## src/rtl/pong_score_keeper.sv

```systemverilog
// Pong score keeper: tracks both players' scores, runs the IDLE/PLAY/OVER match FSM and drives six HEX display codes.
// Optional feature macro SCORE_BLINK_EN: blinks the winner banner (d5/d4) in OVER with a BLINK_DIV-cycle half-period.
module pong_score_keeper #(
  parameter int WIN_SCORE = 7,
  parameter int BLINK_DIV = 25_000_000
) (
  input  logic       clk,
  input  logic       reset,
  input  logic       new_game,
  input  logic       point_p1,
  input  logic       point_p2,
  output logic [3:0] digit5,
  output logic [3:0] digit4,
  output logic [3:0] digit3,
  output logic [3:0] digit2,
  output logic [3:0] digit1,
  output logic [3:0] digit0,
  output logic       game_over,
  output logic [1:0] winner
);

  typedef enum logic [1:0] {IDLE, PLAY, OVER} state_t;

  localparam logic [3:0] WIN4       = 4'(WIN_SCORE);
  localparam logic [3:0] CODE_BLANK = 4'd10;
  localparam logic [3:0] CODE_DASH  = 4'd11;
  localparam logic [3:0] CODE_P     = 4'd12;

  generate
    if (WIN_SCORE < 1 || WIN_SCORE > 9 || BLINK_DIV < 2) begin : g_bad_param
      $error("pong_score_keeper: WIN_SCORE must be 1..9 and BLINK_DIV at least 2");
    end
  endgenerate

  state_t     state_reg, state_next;
  logic [3:0] p1_score_reg, p1_score_next;
  logic [3:0] p2_score_reg, p2_score_next;
  logic [1:0] winner_next;
  logic       phase_on;

  // Match FSM and score update; new_game wins over any same-cycle point.
  always_comb begin
    state_next    = state_reg;
    p1_score_next = p1_score_reg;
    p2_score_next = p2_score_reg;
    winner_next   = winner;
    if (new_game) begin
      state_next    = PLAY;
      p1_score_next = 4'd0;
      p2_score_next = 4'd0;
      winner_next   = 2'd0;
    end else if (state_reg == PLAY) begin
      if (point_p1 && !point_p2) begin
        p1_score_next = p1_score_reg + 4'd1;
        if (p1_score_next == WIN4) begin
          state_next  = OVER;
          winner_next = 2'd1;
        end
      end else if (point_p2 && !point_p1) begin
        p2_score_next = p2_score_reg + 4'd1;
        if (p2_score_next == WIN4) begin
          state_next  = OVER;
          winner_next = 2'd2;
        end
      end
    end
  end

  always_ff @(posedge clk or posedge reset) begin
    if (reset) begin
      state_reg    <= IDLE;
      p1_score_reg <= 4'd0;
      p2_score_reg <= 4'd0;
      winner       <= 2'd0;
    end else begin
      state_reg    <= state_next;
      p1_score_reg <= p1_score_next;
      p2_score_reg <= p2_score_next;
      winner       <= winner_next;
    end
  end

`ifdef SCORE_BLINK_EN
  localparam int CNT_W = (BLINK_DIV > 2) ? $clog2(BLINK_DIV) : 1;

  logic [CNT_W-1:0] blink_cnt_reg;
  logic             phase_reg;

  // Counter only advances while already in OVER, so the entry edge leaves it at 0 / phase on.
  always_ff @(posedge clk or posedge reset) begin
    if (reset) begin
      blink_cnt_reg <= '0;
      phase_reg     <= 1'b1;
    end else if (new_game || state_reg != OVER) begin
      blink_cnt_reg <= '0;
      phase_reg     <= 1'b1;
    end else if (blink_cnt_reg == CNT_W'(BLINK_DIV - 1)) begin
      blink_cnt_reg <= '0;
      phase_reg     <= ~phase_reg;
    end else begin
      blink_cnt_reg <= blink_cnt_reg + 1'b1;
    end
  end

  assign phase_on = phase_reg;
`else
  assign phase_on = 1'b1;
`endif

  logic [3:0] digits_next [6];
  logic [3:0] digits_reg  [6];

  // Display map is taken from the registered (post-update) state, adding one edge of latency.
  always_comb begin
    for (int i = 0; i < 6; i++) digits_next[i] = CODE_DASH;
    case (state_reg)
      PLAY: begin
        digits_next[5] = p1_score_reg;
        digits_next[4] = CODE_BLANK;
        digits_next[1] = CODE_BLANK;
        digits_next[0] = p2_score_reg;
      end
      OVER: begin
        digits_next[5] = phase_on ? CODE_P : CODE_BLANK;
        digits_next[4] = phase_on ? {2'b00, winner} : CODE_BLANK;
        digits_next[3] = CODE_BLANK;
        digits_next[2] = p1_score_reg;
        digits_next[0] = p2_score_reg;
      end
      default: ;
    endcase
  end

  generate
    for (genvar gi = 0; gi < 6; gi++) begin : g_digit
      always_ff @(posedge clk or posedge reset) begin
        if (reset) digits_reg[gi] <= CODE_DASH;
        else       digits_reg[gi] <= digits_next[gi];
      end
    end
  endgenerate

  always_ff @(posedge clk or posedge reset) begin
    if (reset) game_over <= 1'b0;
    else       game_over <= (state_reg == OVER);
  end

  assign digit5 = digits_reg[5];
  assign digit4 = digits_reg[4];
  assign digit3 = digits_reg[3];
  assign digit2 = digits_reg[2];
  assign digit1 = digits_reg[1];
  assign digit0 = digits_reg[0];

endmodule

```

## config.mk

```make
export PLATFORM = sky130hd
export DESIGN_NAME = pong_score_keeper
export DESIGN_NICKNAME = d
export VERILOG_FILES = /design/src/rtl/pong_score_keeper.sv
export SDC_FILE = /design/constraint.sdc
export NUM_CORES = 1
export LEC_CHECK = 0
export ABC_AREA = 1
export CAP_MARGIN = 10
export CORE_MARGIN = 3
export CORE_UTILIZATION = 48
export CTS_CLUSTER_DIAMETER = 50
export DETAILED_ROUTE_END_ITERATION = 6
export GPL_ROUTABILITY_DRIVEN = 0
export PLACE_DENSITY = 0.78
export SYNTH_ARGS = -nofsm -noshare
export SYNTH_HDL_FRONTEND = slang
export SYNTH_SLANG_ARGS = --single-unit
```

## constraint.sdc

```tcl
create_clock -name clk -period 1.91 [get_ports clk]
set_clock_uncertainty 0.15 [all_clocks]
set_input_delay 0.573 -clock clk [delete_from_list [all_inputs] [get_ports clk]]
set_output_delay 0.573 -clock clk [all_outputs]
set_load 0.01 [all_outputs]
```

==> results.toml <==
[global_routing]
grt_start_max_net_pins = 30
grt.total_usage_pct = 16.1
grt_pass1_vias = 940
grt_pass1_wl_mm = 3.94
antenna_found_initial = 0
grt-ovfl-total = 0

[worst_setup_path]
crit_family = "flip-flops"
worst-path-stages = 1
worstReg2RegStart = "state_reg[1]"
cp-end-kind = "output port"
rr_worst_depth = 6
crit_arrival_ns = 1.12
critPathKind = "register to output port"
path_buf_inv = 1
startpoint_type = "register"
cp_max_fo = 2
crit_chain = "dlygate4sd2_1"
cp.required_ns = 1.19
cp_slowest_stage_delay_ns = 0.53
cp-startpoint = "digit3[0]"
slowest_stage = "dfstp_2"

[routing]
drc = 0
initialDrtViolationCount = 26
via_count = 957
firstDrtPassIters = 4
wire_per_inst_um = 12.4
wl_mm = 2.40
viasPerCell = 4.93
ant_nets = 0

[yosys]
synth_edf_count = 0
synth-warning-count = 0
yosys.cell_types.count = 24
syn_inst = 132
ys.flop_type = "dfrtp_1"
ys_seq_area_share_pct = 55.4
avgSynthCellArea_um2 = 10.2
async_flop_share_pct = 100
synth_area_mm2 = 0.00134
ys_seq_elements = 29

[min_path]
hp-class = "register to register"
hold_depth = 2
hp-start = "p2_score_reg[3]"

[timing]
post-route-min-period_ns = 1.85
slew_violations = 0
rsz0062_at_grt = "no"
whs_ns = 0.371
setup_viol = 0
fin_setup_tns_ns = 0
max_freq_mhz = 542
post-route-period-util_pct = 96.7
finalHoldViolCount = 0

[final_layout]
diodes = 0
layout.nets = 174
drive_gt1_share_pct = 22.0
final_cell_count_no_fill = 194
syn_to_final_growth_pct = 21.3
layout_common_cells = "25 x nand2_1, 20 x dlygate4sd2_1, 19 x inv_1"
design_area_mm2 = 0.00163
final_common_cell = "nand2_1"

[power_and_ir_drop]
ir_worst_vdd_mv = 0.582
p_per_area_mw_per_mm2 = 803
p_leak_nw = 0.815

[clocking]
clkTransAtPathRegs_ns = 0.09
clock_latency_ns = 0.33
cts_hold_buffers = 0
h-tree-depth = 2
cts_buffer_depth = 2
clock_sinks = 29
cts-root-buf = "clkbuf_4"
cts_resized = 20
cts_tree = "done"
numCtsBuffers = 5
post_cts_buffers = 0

[die]
die_area_mm2 = 0.00346
start_util_pct = 52.2
placementRows = 18
dieWidth_um = 58.8
core_area_mm2 = 0.00257
io_pins = 32
die_h_um = 58.8

[placement]
hpwlAfterDp_mm = 1.81
io_buffers = 24
dp.cells = 186
place_area_mm2 = 0.00160

[status]
status = "finished clean"

[run]
max-cap-violations = 0
[metal layers]
metal / GRT usage [%] / vias to the layer above / share of wire, % / wire length [um]
li1: - / 466 / - / -
met1: 16.9 / 452 / 40 / 949
met2: 27.3 / 34 / 50 / 1200
met3: 6.58 / 5 / 7.7 / 185
met4: 8.74 / 0 / 2.5 / 61
met5: 0 / - / 0 / 0
[kinds of logic (layout without fill, tap and decap cells)]
family | count (synthesis) | count (layout) | share of synthesized area, %
AO/OA/AOI/OAI | 14 | 14 | 7.47
other | 2 | 7 | 0.560
adder cells (fa/ha/maj) | 6 | 6 | 5.60
AND/OR/NAND/NOR | 47 | 47 | 17.5
buffers and inverters | 32 | 59 | 12.2
XOR/XNOR | 2 | 2 | 1.31
flip-flops | 29 | 29 | 55.4
[stage by stage]
step	total power, mW	setup slack [ns]	util (%)
floorplan	0.878	0.374	-
global placement	0.997	-0.0482	62.3
detailed placement	1.01	-0.105	62.3
CTS	1.32	0.0424	63.3
global route	1.38	0.0125	63.3
finish	1.31	0.0639	63.3
[Yosys cell counts, types with 3 or more instances]
library cell,count,area share (%)
o21ai_1,3,1.1
inv_2,4,1.1
nand2_1,25,7.0
ha_1,6,5.6
dfstp_2,13,25
o22ai_1,5,2.3
nand2_2,3,1.4
dfrtp_1,16,30
buf_4,8,4.5
nor2_1,4,1.1
nand3_1,10,3.7
inv_1,19,5.3
[layout make-up]
| cell class | instances | area [um^2] |
|---|---|---|
| Tap cell | 30 | 37.5 |
| Timing Repair Buffer | 27 | 238 |
| Fill cell | 219 | 942 |
| Sequential cell | 29 | 742 |
| Multi-Input combinational cell | 76 | 453 |
| Clock buffer | 6 | 41.3 |
| Inverter | 24 | 104 |
| Clock inverter | 2 | 10.0 |
[where the power goes]
part	switching (mW)	total (mW)	internal [mW]
sequential	0.0195	0.719	0.700
clock	0.210	0.350	0.140
combinational	0.140	0.236	0.0968
[worst paths after layout]
| kind | end | slack (ns) |
|---|---|---|
| worst min-delay path | digit0[3] | 0.37 |
| min in group asynchronous | p2_score_reg[2] | 0.45 |
| max in group asynchronous | digit2[0] | 0.85 |
| worst max-delay path | digit4[3] | 0.06 |
| worst min register to register | digit0[3] | 0.37 |
| worst max register to register | p1_score_reg[3] | 0.19 |
Note: power is estimated with default switching activity, not from simulation.
